File: src/rtl/gt_reset_pkg.sv
// Shared types and constants for the transceiver bring-up sequencer.
package gt_reset_pkg;

    localparam int RETRY_W = 4;

    typedef enum logic [2:0] {
        PWRUP,
        PLLRST,
        PLLWAIT,
        GTRST,
        USRWAIT,
        RUN,
        FAULT
    } state_t;

    function automatic int max_int(input int a, input int b);
        return (a > b) ? a : b;
    endfunction

endpackage

File: src/rtl/gt_reset_ch.sv
// One transceiver channel: input synchronisers, bring-up FSM, delay counter and retry logic.
// GT_RESET_SEQ_WATCHDOG_EN enables timeouts, retries, FAULT and run-time loss monitoring.
module gt_reset_ch
    import gt_reset_pkg::*;
#(
    parameter int PWR_DELAY    = 60,
    parameter int PLL_RST_LEN  = 4,
    parameter int LOCK_TIMEOUT = 120,
    parameter int GT_RST_LEN   = 8,
    parameter int MAX_RETRY    = 7
) (
    input  logic               drp_clk,
    input  logic               reset_n,
    input  logic               soft_reset,
    input  logic               pll_locked,
    input  logic               usrclk_rdy,
    input  logic               resetdone,
    output logic               cpll_reset,
    output logic               gt_reset,
    output logic               ready,
    output logic               running,
    output logic               fault,
    output logic [RETRY_W-1:0] retry_cnt
);

`ifdef GT_RESET_SEQ_WATCHDOG_EN
    localparam bit WATCHDOG = 1'b1;
`else
    localparam bit WATCHDOG = 1'b0;
`endif

    localparam int CNT_MAX = max_int(max_int(PWR_DELAY, PLL_RST_LEN),
                                     max_int(LOCK_TIMEOUT, GT_RST_LEN));
    localparam int CNT_W   = $clog2(CNT_MAX + 1);

    localparam logic [CNT_W-1:0]   PWR_LAST = CNT_W'(PWR_DELAY - 1);
    localparam logic [CNT_W-1:0]   PLL_LAST = CNT_W'(PLL_RST_LEN - 1);
    localparam logic [CNT_W-1:0]   TMO_LAST = CNT_W'(LOCK_TIMEOUT - 1);
    localparam logic [CNT_W-1:0]   GT_LAST  = CNT_W'(GT_RST_LEN - 1);
    localparam logic [RETRY_W-1:0] RETRY_LIMIT = RETRY_W'(MAX_RETRY);

    logic [3:0] meta;
    logic [3:0] sync;
    logic       soft_q;
    logic       soft_lvl, lock, usr_rdy, done, soft_edge;

    // NOTE: sequential state uses non-blocking assignments so every flop samples pre-edge values.
    always_ff @(posedge drp_clk or negedge reset_n) begin
        if (!reset_n) begin
            meta   <= '0;
            sync   <= '0;
            soft_q <= 1'b0;
        end else begin
            meta   <= {soft_reset, pll_locked, usrclk_rdy, resetdone};
            sync   <= meta;
            soft_q <= sync[3];
        end
    end

    assign {soft_lvl, lock, usr_rdy, done} = sync;
    assign soft_edge = soft_lvl & ~soft_q;

    state_t             state, state_n, retry_tgt;
    logic [CNT_W-1:0]   cnt;
    logic [RETRY_W-1:0] retry, retry_n;
    logic               do_retry, enter;

    // NOTE: every combinational output gets a default first so no path infers a latch.
    always_comb begin
        state_n   = state;
        retry_n   = retry;
        do_retry  = 1'b0;
        retry_tgt = state;

        case (state)
            PWRUP:   if (cnt == PWR_LAST) state_n = PLLRST;
            PLLRST:  if (cnt == PLL_LAST) state_n = PLLWAIT;
            PLLWAIT: begin
                if (lock) begin
                    state_n = GTRST;
                end else if (WATCHDOG && cnt == TMO_LAST) begin
                    do_retry  = 1'b1;
                    retry_tgt = PLLRST;
                end
            end
            GTRST:   if (cnt == GT_LAST) state_n = USRWAIT;
            USRWAIT: begin
                if (lock && usr_rdy && done) begin
                    state_n = RUN;
                end else if (WATCHDOG && cnt == TMO_LAST) begin
                    do_retry  = 1'b1;
                    retry_tgt = GTRST;
                end else if (WATCHDOG && !lock) begin
                    do_retry  = 1'b1;
                    retry_tgt = PLLRST;
                end
            end
            RUN: begin
                if (WATCHDOG && !lock) begin
                    do_retry  = 1'b1;
                    retry_tgt = PLLRST;
                end else if (WATCHDOG && !done) begin
                    do_retry  = 1'b1;
                    retry_tgt = GTRST;
                end
            end
            default: state_n = state;
        endcase

        // The count that hits the limit sends the channel to FAULT without incrementing.
        if (do_retry) begin
            if (retry == RETRY_LIMIT) begin
                state_n = FAULT;
            end else begin
                state_n = retry_tgt;
                if (retry != '1) retry_n = retry + 1'b1;
            end
        end

        if (state_n == RUN && state != RUN) retry_n = '0;

        if (soft_edge) begin
            state_n = lock ? GTRST : PLLRST;
            retry_n = '0;
        end
    end

    // A soft restart into the current state still counts as a fresh entry.
    assign enter = (state_n != state) || soft_edge;

    always_ff @(posedge drp_clk or negedge reset_n) begin
        if (!reset_n) begin
            state <= PWRUP;
            cnt   <= '0;
            retry <= '0;
        end else begin
            state <= state_n;
            retry <= retry_n;
            if (enter)
                cnt <= '0;
            else if (cnt != '1)
                cnt <= cnt + 1'b1;
        end
    end

    assign running = (state == RUN);

    always_ff @(posedge drp_clk or negedge reset_n) begin
        if (!reset_n) begin
            cpll_reset <= 1'b0;
            gt_reset   <= 1'b0;
            ready      <= 1'b0;
            fault      <= 1'b0;
            retry_cnt  <= '0;
        end else begin
            cpll_reset <= (state == PLLRST);
            gt_reset   <= (state == GTRST);
            ready      <= (state == RUN);
            fault      <= WATCHDOG && (state == FAULT);
            retry_cnt  <= WATCHDOG ? retry : '0;
        end
    end

endmodule

File: src/rtl/gt_reset_seq.sv
// Multi-channel transceiver bring-up sequencer: one independent gt_reset_ch per channel
// plus the registered all-channels-ready flag.
module gt_reset_seq
    import gt_reset_pkg::*;
#(
    parameter int N_CH         = 4,
    parameter int PWR_DELAY    = 60,
    parameter int PLL_RST_LEN  = 4,
    parameter int LOCK_TIMEOUT = 120,
    parameter int GT_RST_LEN   = 8,
    parameter int MAX_RETRY    = 7
) (
    input  logic                      drp_clk,
    input  logic                      reset_n,
    input  logic [N_CH-1:0]           soft_reset,
    input  logic [N_CH-1:0]           pll_locked,
    input  logic [N_CH-1:0]           usrclk_rdy,
    input  logic [N_CH-1:0]           resetdone,
    output logic [N_CH-1:0]           cpll_reset,
    output logic [N_CH-1:0]           gt_reset,
    output logic [N_CH-1:0]           ready,
    output logic                      all_ready,
    output logic [N_CH-1:0]           fault,
    output logic [RETRY_W*N_CH-1:0]   retry_cnt
);

    logic [N_CH-1:0] running;

    for (genvar k = 0; k < N_CH; k++) begin : g_ch
        gt_reset_ch #(
            .PWR_DELAY    (PWR_DELAY),
            .PLL_RST_LEN  (PLL_RST_LEN),
            .LOCK_TIMEOUT (LOCK_TIMEOUT),
            .GT_RST_LEN   (GT_RST_LEN),
            .MAX_RETRY    (MAX_RETRY)
        ) u_ch (
            .drp_clk    (drp_clk),
            .reset_n    (reset_n),
            .soft_reset (soft_reset[k]),
            .pll_locked (pll_locked[k]),
            .usrclk_rdy (usrclk_rdy[k]),
            .resetdone  (resetdone[k]),
            .cpll_reset (cpll_reset[k]),
            .gt_reset   (gt_reset[k]),
            .ready      (ready[k]),
            .running    (running[k]),
            .fault      (fault[k]),
            .retry_cnt  (retry_cnt[RETRY_W*k +: RETRY_W])
        );
    end

    // Registered from the channel states so it lines up with the per-channel ready flops.
    always_ff @(posedge drp_clk or negedge reset_n) begin
        if (!reset_n)
            all_ready <= 1'b0;
        else
            all_ready <= &running;
    end

endmodule

File: config.mk
export PLATFORM = sky130hd
export DESIGN_NAME = gt_reset_seq
export DESIGN_NICKNAME = d
export VERILOG_FILES = /design/src/rtl/gt_reset_pkg.sv /design/src/rtl/gt_reset_ch.sv /design/src/rtl/gt_reset_seq.sv
export SDC_FILE = /design/constraint.sdc
export NUM_CORES = 1
export LEC_CHECK = 0
export ABC_AREA = 1
export CAP_MARGIN = 25
export CORE_MARGIN = 3
export CORE_UTILIZATION = 50
export CTS_CLUSTER_DIAMETER = 150
export DETAILED_ROUTE_END_ITERATION = 7
export HOLD_SLACK_MARGIN = 0.1
export PLACE_DENSITY = 0.83
export SLEW_MARGIN = 20
export SYNTH_ARGS = -nofsm -noshare
export SYNTH_HDL_FRONTEND = slang
export SYNTH_SLANG_ARGS = --single-unit
File: constraint.sdc
create_clock -name drp_clk -period 1.9 [get_ports drp_clk]
set_input_delay 0.285 -clock drp_clk [delete_from_list [all_inputs] [get_ports drp_clk]]
set_output_delay 0.285 -clock drp_clk [all_outputs]
set_load 0.005 [all_outputs]
### Yosys cells after proc, flatten, opt, wreduce, memory -nomap -nowiden

Index checks and enable logic that the tools add are counted.

* bits in registers: 89
* bits of input ports: 18
* output and inout bits: 33
* logic and storage cells: 146

* add/sub/neg operators: 4
* equal/unequal tests: 40
* mux-type cells: 40
* bitwise logic cells: 8
* reductions and logical operators: 21

Operators with widths (count)
* 3-bit 2-to-1 mux: 24
* 3-bit one-hot mux with 5 select lines: 4
* 7-bit 2-to-1 mux: 8
* 7-bit by 1-bit adder with 7-bit output (second input constant): 4
* 7-bit by 2-bit equality test with 1-bit output (second input constant): 4
* 7-bit by 3-bit equality test with 1-bit output (second input constant): 4
* 7-bit by 6-bit equality test with 1-bit output (second input constant): 4
* 7-bit != test (second input constant): 4
* 3-bit by 2-bit equality test with 1-bit output (second input constant): 8
* 3-bit equality test (second input constant): 8
* 3-bit by 1-bit equality test with 1-bit output (second input constant): 4
* 3-bit zero test: 4
* 3-bit != test: 4
* 1-bit logical AND: 8
* 2-bit 2-to-1 mux: 4
* 2-bit nonzero test: 4
* 1-bit bitwise AND: 4
* 1-bit logical OR: 4
* 1-bit inverter: 4
* 4-bit AND reduction: 1

### Longest topological paths before layout

Gate-level depths: netlist (run 1).

* depth after elaboration: 8
* depth in mapped cells: 11
* gate-level depth less buffers: 11

### Cells and area by module

Synthesis (run 1) repeated with hierarchy kept, for this count alone.

* cell total of the unflattened synthesis: 514
* area total of the unflattened synthesis: 4325.4 um^2

By module, submodules not included
* gt_reset_ch at g_ch[1].u_ch ...: instances 2, cells an instance 128, area an instance 1087.3 um^2
* gt_reset_ch at g_ch[0].u_ch ...: instances 2, cells an instance 127, area an instance 1057.3 um^2
* gt_reset_seq: instances 1, cells an instance 4, area an instance 36.3 um^2

### Least setup slack after synthesis (run 1)

Ideal clock, no wire load.

* path type: reg2reg
* start: register g_ch[0].u_ch.cnt[0]
* end: register g_ch[0].u_ch.cnt[4]
* library setup time: 0.126 ns
* arrival time: 1.370 ns
* required time: 1.774 ns
* path slack: 0.405 ns
* stages on the path, launching flop included: 11
* cells stage by stage: dfrtp_1 ha_1 inv_1 nor3_1 nand2_1 nand2_1 nand2_1 nor2_2 nand3_1 nand2_4 nor3_2

* word-level cells in the longest chain between the ends: 7
* elaborated cells between the ends (all ways): 15
* classes of those cells: add/sub (1); eq/ne (5); mux (7); reduce/logical (2)

RTL lines
* from (decl): RTL line gt_reset_ch.sv:64 `logic [CNT_W-1:0] cnt;`
* from (signal assigned): RTL line gt_reset_ch.sv:142 `cnt <= cnt + 1'b1;`
* 7-bit by 3-bit equality test with 1-bit output (tied with other cells): RTL line gt_reset_ch.sv:86 `GTRST: if (cnt == GT_LAST) state_n = USRWAIT;`
* 3-bit 2-to-1 mux, on equally long branches: RTL line gt_reset_ch.sv:86, gt_reset_ch.sv:76, gt_reset_ch.sv:77
* 3-bit one-hot mux with 5 select lines: RTL line gt_reset_ch.sv:75 `case (state)`
* 3-bit 2-to-1 mux: RTL line gt_reset_ch.sv:122 `if (soft_edge) begin`
* 3-bit != test: RTL line gt_reset_ch.sv:129 `assign enter = (state_n != state) || soft_edge;`
* 1-bit logical OR: RTL line gt_reset_ch.sv:129
* 7-bit 2-to-1 mux / 2-bit nonzero test (equally long branches)

Parallel ways exist; a longest one is shown, timed or not. The select of a mux whose other input is x is not followed.
A chain may end at the register's enable or synchronous reset.

### Worst setup path in the final report (run 1)

* start: register g_ch[0].u_ch.cnt[0]
* end: register g_ch[0].u_ch.cnt[5]

The elaborated chain is that of the path after synthesis.

==> metrics, run 1 <==
Clock Sinks=roughly 90; cells after synthesis=roughly 450; IO Count=51; synthesized flop and latch total=slightly below 90; P per Cell Area=between 1000 and 1500 nW/um^2; die area=9410 um^2; row count=32; core region area=7890 um^2; Switch Pwr=approximately 1.9 mW; Setup Buffers After CTS=0; maximum fanout along the worst path=5; GP Congestion=0.901; Total Power=between 5 and 6 mW; status=finished, final reports clean; part of the Yosys area used for sequential elements=0.538; fin cells=slightly below 600; max cap viols=0; 1st-pass router iterations=4; Final period util=0.904; WP data required=2.19 ns; Slew Limit Fails=0; Fin Setup TNS=0 ns; Final min period=1.72 ns; filler cell count=between 600 and 700; Leak=2.14 nW; Synth area leader=dfrtp_1; RSZ-0062 raised after global routing=false; ant diodes=0; yosys warns=0; share of layout cells above drive strength 1=0.133; mapped cell area=4140 um^2; vias in the first global route=2,897; TritonCTS clock tree=built; crit end category=flip-flop; die width=approximately 97 um; area fraction of the dominant cell type after synthesis=0.538; Critical Path Source Type=flip-flop; Final Setup Violations=0; Vias=between 2,000 and 3,000; ranking of synthesized cells by area=dfrtp_1 (54%), nand2_1 (6.5%), buf_4 (5.8%), nor2_1 (5.0%), nor3_2 (4.8%); Initial Util=0.525; pin count of the biggest net entering global routing=90; Total Wirelength=6690 um; clk slew on worst S/H paths=approximately 0.08 ns; DR vias/cell=4.97; syn_area_per_cell=around 9.3 um^2; Tot GR Track Use=0.156; DRC viols=0; first-pass GRT wire length=12,000 um; fin nets=approximately 500; placed cell count=between 500 and 600; Netlist cell types=30; DP Area=roughly 4400 um^2; grt ovf=0; Worst Clk Skew=around 0.013 ns; DP HPWL=between 4000 and 5000 um; peak supply drop=just under 0.7 mV; DRC marker count from the first detailed-route iteration=between 60 and 70; Chip Height=97.0 um; Comb pwr share=0.314; Clock Tree Root=clkbuf_8; Clock power frac=0.247; Sequential Power Share=0.439; Hold Vio Cnt, Final=0; DRT antenna net count=0; Sw Ratio=0.348; Hold Path Class=flip-flop to flip-flop; CTS H-tree depth=3; design area=4650 um^2; area growth from synthesis to layout=12.2%; Internal=roughly 3.5 mW; clk buf depth=2; Worst-Skew Late Latency=about 0.36 ns; Fmax achieved=582 MHz; drt wl/cell=11.5 um; CTS Buf Count=9; CP Data Arrival Time=about 2 ns; I/O Buffers=30; Final Hold Slack=between 0.3 and 0.4 ns; critical path class=flip-flop to flip-flop; initial antenna violation count=0
logic make-up after synthesis:
logic type | synth area share
buf+inv | 0.113
flops | 0.538
mux | 0.00272
simple gates | 0.267
other cells | 0.000905
fa+ha+maj | 0.0121
compound gates | 0.0432
xor+xnor | 0.0233
flip-flops by register name, summed over array words and instances, names as in the netlist:
signal                flops
g_ch.u_ch.gt_reset        4
g_ch.u_ch.cnt            28
all_ready                 1
g_ch.u_ch.sync           16
g_ch.u_ch.meta           16
g_ch.u_ch.cpll_reset      4
g_ch.u_ch.retry_tgt      12
g_ch.u_ch.soft_q          4
g_ch.u_ch.ready           4
synth_stat cells:
cell type  number
dfrtp_1        89
nor2_2          5
nor3_4          1
nand3_1        27
xor2_1          9
conb_1          1
o2111ai_1       1
nand2_1        72
nor3_2         20
a21oi_1         9
nand4_1         9
and3_1          1
xnor2_1         2
clkinv_1        1
o21ai_1         1
o21ai_0        12
a21boi_0        2
nand3b_1        4
nand3_2         4
buf_4          32
nand2_2         4
nand2_4         3
o21a_1          1
nor2_1         55
ha_1            4
inv_1          53
o21bai_1        5
nor3_1         11
inv_2           7
mux2_2          1
what timing repair did:
item                                    4_1_cts  5_1_grt
hold buffers                                  1        0
endpoints found under the hold margin        89        0
endpoints found under the setup margin        0        7
gates resized for setup                       0        1
path summary, 6_finish.rpt:
kind | to | slack (ns) | cells after the start | from
max | g_ch[0].u_ch.cnt[5] | 0.18 | 8 | g_ch[0].u_ch.cnt[0]
max reg2reg | g_ch[0].u_ch.cnt[5] | 0.18 | 8 | g_ch[0].u_ch.cnt[0]
min | g_ch[3].u_ch.sync[0] | 0.35 | 0 | g_ch[3].u_ch.meta[0]
max in group asynchronous | g_ch[3].u_ch.meta[2] | 1.07 | 3 | reset_n
min in group asynchronous | g_ch[2].u_ch.meta[2] | 0.50 | 3 | reset_n
min reg2reg | g_ch[3].u_ch.sync[0] | 0.35 | 0 | g_ch[3].u_ch.meta[0]
layout by cell type, fill, tap and decap left out, drive strengths merged:
cell and count:
inv 60, nand3 31, a21boi 2, buf 2, nor2 60, bufinv 1
xnor2 2, o21bai 5, clkbuf 12, dfrtp 89, a21oi 9, and3 1
dlygate4sd3 1, nand4 9, conb 20, clkdlybuf4s50 29, o2111ai 1, nand3b 4
clkinv 2, ha 4, nor3 32, o21ai 13, xor2 9, mux2 1
clkinvlp 2, o21a 1, nand2 79
critical path, cell delays in order, from the launching register on:
cell      delay (ns)
dfrtp_1         0.39
ha_1            0.22
inv_1           0.09
nor2_1          0.25
nand3_2         0.18
nand3b_1        0.15
nor2_1          0.06
xnor2_1         0.13
nor3_2          0.17
final cells by class:
type / count / area [um^2] / area share
clock buffers: 12 / 165 / 0.0355
clock inverters: 4 / 50.0 / 0.0108
inverters: 61 / 229 / 0.0492
multi-input cells: 283 / 1520 / 0.328
flip-flops and latches: 89 / 2230 / 0.479
well taps: 102 / 128 / 0.0274
repair buffers: 32 / 328 / 0.0705
metal layers:
| metal | wire length [um] | vias to the layer above | track usage |
|---|---|---|---|
| met5 | 0 | - | 0 |
| met4 | 102 | 0 | 0.0713 |
| met3 | 367 | 12 | 0.0454 |
| met2 | 3430 | 85 | 0.273 |
| met1 | 2790 | 1378 | 0.173 |
| li1 | - | 1424 | - |
power by group through the flow:
stage | clock (mW) | combinational, mW | sequential, mW
after CTS | 1.39 | 1.71 | 2.38
after floorplan | 0 | 1.35 | 2.36
after global placement | 0 | 1.63 | 2.40
after detailed placement | 0 | 1.70 | 2.41
final | 1.34 | 1.70 | 2.38
after global routing | 1.47 | 1.92 | 2.41
metrics by stage:
stage / utilization / worst slack, ns
after floorplan: - / 0.405
after global placement: 0.560 / 0.277
after detailed placement: 0.560 / 0.198
after CTS: 0.589 / 0.168
after global routing: 0.589 / 0.0126
final: 0.589 / 0.182
Power figures use the tool's default switching activity.
==> run 2, diff against run 1 <==
--- a/config.mk
+++ b/config.mk
@@ -12,8 +12,8 @@
 export CTS_CLUSTER_DIAMETER = 150
 export DETAILED_ROUTE_END_ITERATION = 7
 export HOLD_SLACK_MARGIN = 0.1
+export MAX_ROUTING_LAYER = met4
 export PLACE_DENSITY = 0.83
-export SLEW_MARGIN = 20
 export SYNTH_ARGS = -nofsm -noshare
 export SYNTH_HDL_FRONTEND = slang
 export SYNTH_SLANG_ARGS = --single-unit
==> metrics, run 2 (synthesis gave the netlist of run 1 again) <==
status=finished, final reports clean; pin count of the biggest net entering global routing=53 (-41%); Worst R2R Start=g_ch[0].u_ch.cnt[0]; share of layout cells above drive strength 1=0.137 (+0.00387); Total Wirelength=6620 um (-1.1%); most frequent cells in the layout=dfrtp_1 (89), nand2_1 (72), nor2_1 (54); Worst Clk Skew=0.0109 ns (-0.00217 ns); Final min period=1.71 ns (-0.0101 ns); Clock Sinks=89 (unchanged); DRC viols=0 (unchanged); grt ovf=0 (unchanged); CP Launch Point=g_ch[0].u_ch.cnt[0]; 1st-pass router iterations=4 (unchanged); Hold Path Class=input port to asynchronous set/reset pin; CP most frequent cell=nand2_1; crit-path cells=ha_1 -> inv_1 -> nor3_1 -> nand2_1 -> nand2_1 -> nand2_1 -> nor2_2 -> nand3_1 -> nand2_4 -> nor3_2; CTS Buf Count=9 (unchanged); crit end category=flip-flop; DRC marker count from the first detailed-route iteration=108 (+61%); cells on worst reg2reg path=10 (+2); DRT antenna net count=0 (unchanged); clk buf depth=2 (unchanged); Setup Buffers After CTS=0 (unchanged); I/O Buffers=30 (unchanged); critical path class=flip-flop to flip-flop; die area=9410 um^2 (unchanged); area growth from synthesis to layout=12.1%; Hold Vio Cnt, Final=0 (unchanged); Slowest-stage cell, CP=dfrtp_1; Tot GR Track Use=0.158 (+0.00216); max cap viols=0 (unchanged); Largest regs=g_ch.u_ch.cnt (28), g_ch.u_ch.meta (16), g_ch.u_ch.sync (16); TritonCTS clock tree=built; placed cell count=567 (+0.18%); Worst path top cell family by delay=simple AND/OR/NAND/NOR gates; Worst-Skew Late Latency=0.36 ns (about the same); initial antenna violation count=0 (unchanged); max reg flops=28 (unchanged); Clock Tree Root=clkbuf_8; worst r2r dst=g_ch[0].u_ch.cnt[2]; most common cell after layout, fill and taps aside=dfrtp_1; crit-path max cell delay=0.39 ns (about the same); maximum fanout along the worst path=7 (+2); peak supply drop=0.535 mV (-22%); Worst Setup Slack, final=0.192 ns (+0.0101 ns); Initial Util=0.525 (unchanged); P per Cell Area=1150 nW/um^2 (-0.88%); die width=97.0 um (unchanged); DP HPWL=4840 um (+1.8%); Final period util=0.899 (-0.00533); Slew Limit Fails=0 (unchanged); Fin Setup TNS=0 ns (unchanged); drt wl/cell=11.3 um (-1.3%); ant diodes=0 (unchanged); Final Setup Violations=0 (unchanged); fin cells=584 (+0.17%); Worst Setup Slack post-DPL=0.188 ns (-0.0104 ns); Buf/Inv on CP=1 (unchanged); Leak=2.13 nW (-0.19%); WP data required=2.14 ns (-0.05 ns); Fmax achieved=585 MHz (+0.59%); Vias=2,893 (-0.21%); Total Power=5.36 mW (-1.0%); core region area=7890 um^2 (unchanged); CP Data Arrival Time=1.95 ns (-0.06 ns); fin nets=499 (+0.20%); vias in the first global route=2,869 (-0.97%); first-pass GRT wire length=11,900 um (-0.52%); GP Congestion=0.917 (+1.8%); largest reg by FF count=g_ch.u_ch.cnt; DR vias/cell=4.95 (-0.38%); Chip Height=97.0 um (unchanged); row count=32 (unchanged); R2R Setup Slk=0.19 ns (about the same); Critical Path Source Type=flip-flop; CTS H-tree depth=3 (unchanged); clk slew on worst S/H paths=0.09 ns (about the same); IO Count=51 (unchanged)
## run 2: cell types whose count changed in the layout (fill, tap and decap cells not counted)
cell        before  now
nor2_2           5    6
clkbuf_8        12    9
inv_6            0    3
nor2_1          55   54
clkinvlp_4       2    1
clkinv_2         1    2
buf_4            1    2
## run 2: how the worst max path moves through the flow
stage                                     end  slack [ns]  cells after the start
after floorplan           g_ch[0].u_ch.cnt[4]        0.40                     10
after global placement    g_ch[0].u_ch.cnt[5]        0.27                      8
after detailed placement  g_ch[3].u_ch.cnt[4]        0.19                     11
after CTS                 g_ch[3].u_ch.cnt[4]        0.16                     11
after global routing      g_ch[0].u_ch.cnt[4]      -0.005                     11
final                     g_ch[0].u_ch.cnt[2]        0.19                     10
## run 2: layout make-up
class                   count  area (um^2)
multi-input cells         283         1530
flip-flops and latches     89         2230
repair buffers             33          335
clock inverters             7         73.8
inverters                  61          229
fillers                   660         3250
well taps                 102          128
clock buffers               9          124
## run 2: metal layers
layer / part of all wire / track usage / vias to the layer above
met5: 0 / - / -
met4: 0.022 / 0.0756 / 0
met3: 0.051 / 0.0433 / 16
met2: 0.51 / 0.265 / 89
met1: 0.42 / 0.173 / 1356
li1: - / - / 1432
## run 2: power by group
group          leakage [nW]  switching [mW]  internal, mW
Combinational         0.914            1.07         0.642
Clock                 0.100           0.660         0.616
Sequential             1.12           0.194          2.18
## run 2: per-stage QoR
stage | utilization | hold WS, ns | cell area, um^2
after floorplan | - | -0.0106 | 4210
after global placement | 0.561 | 0.108 | 4430
after detailed placement | 0.561 | 0.107 | 4430
after CTS | 0.588 | 0.267 | 4630
after global routing | 0.589 | 0.294 | 4640
final | 0.589 | 0.282 | 4640
## run 2: what timing repair did
action                                  in CTS  in global routing
endpoints found under the setup margin       0                  2
endpoints found under the hold margin       89                  0
resized for setup                            0                  2
hold buffers                                 1                  0
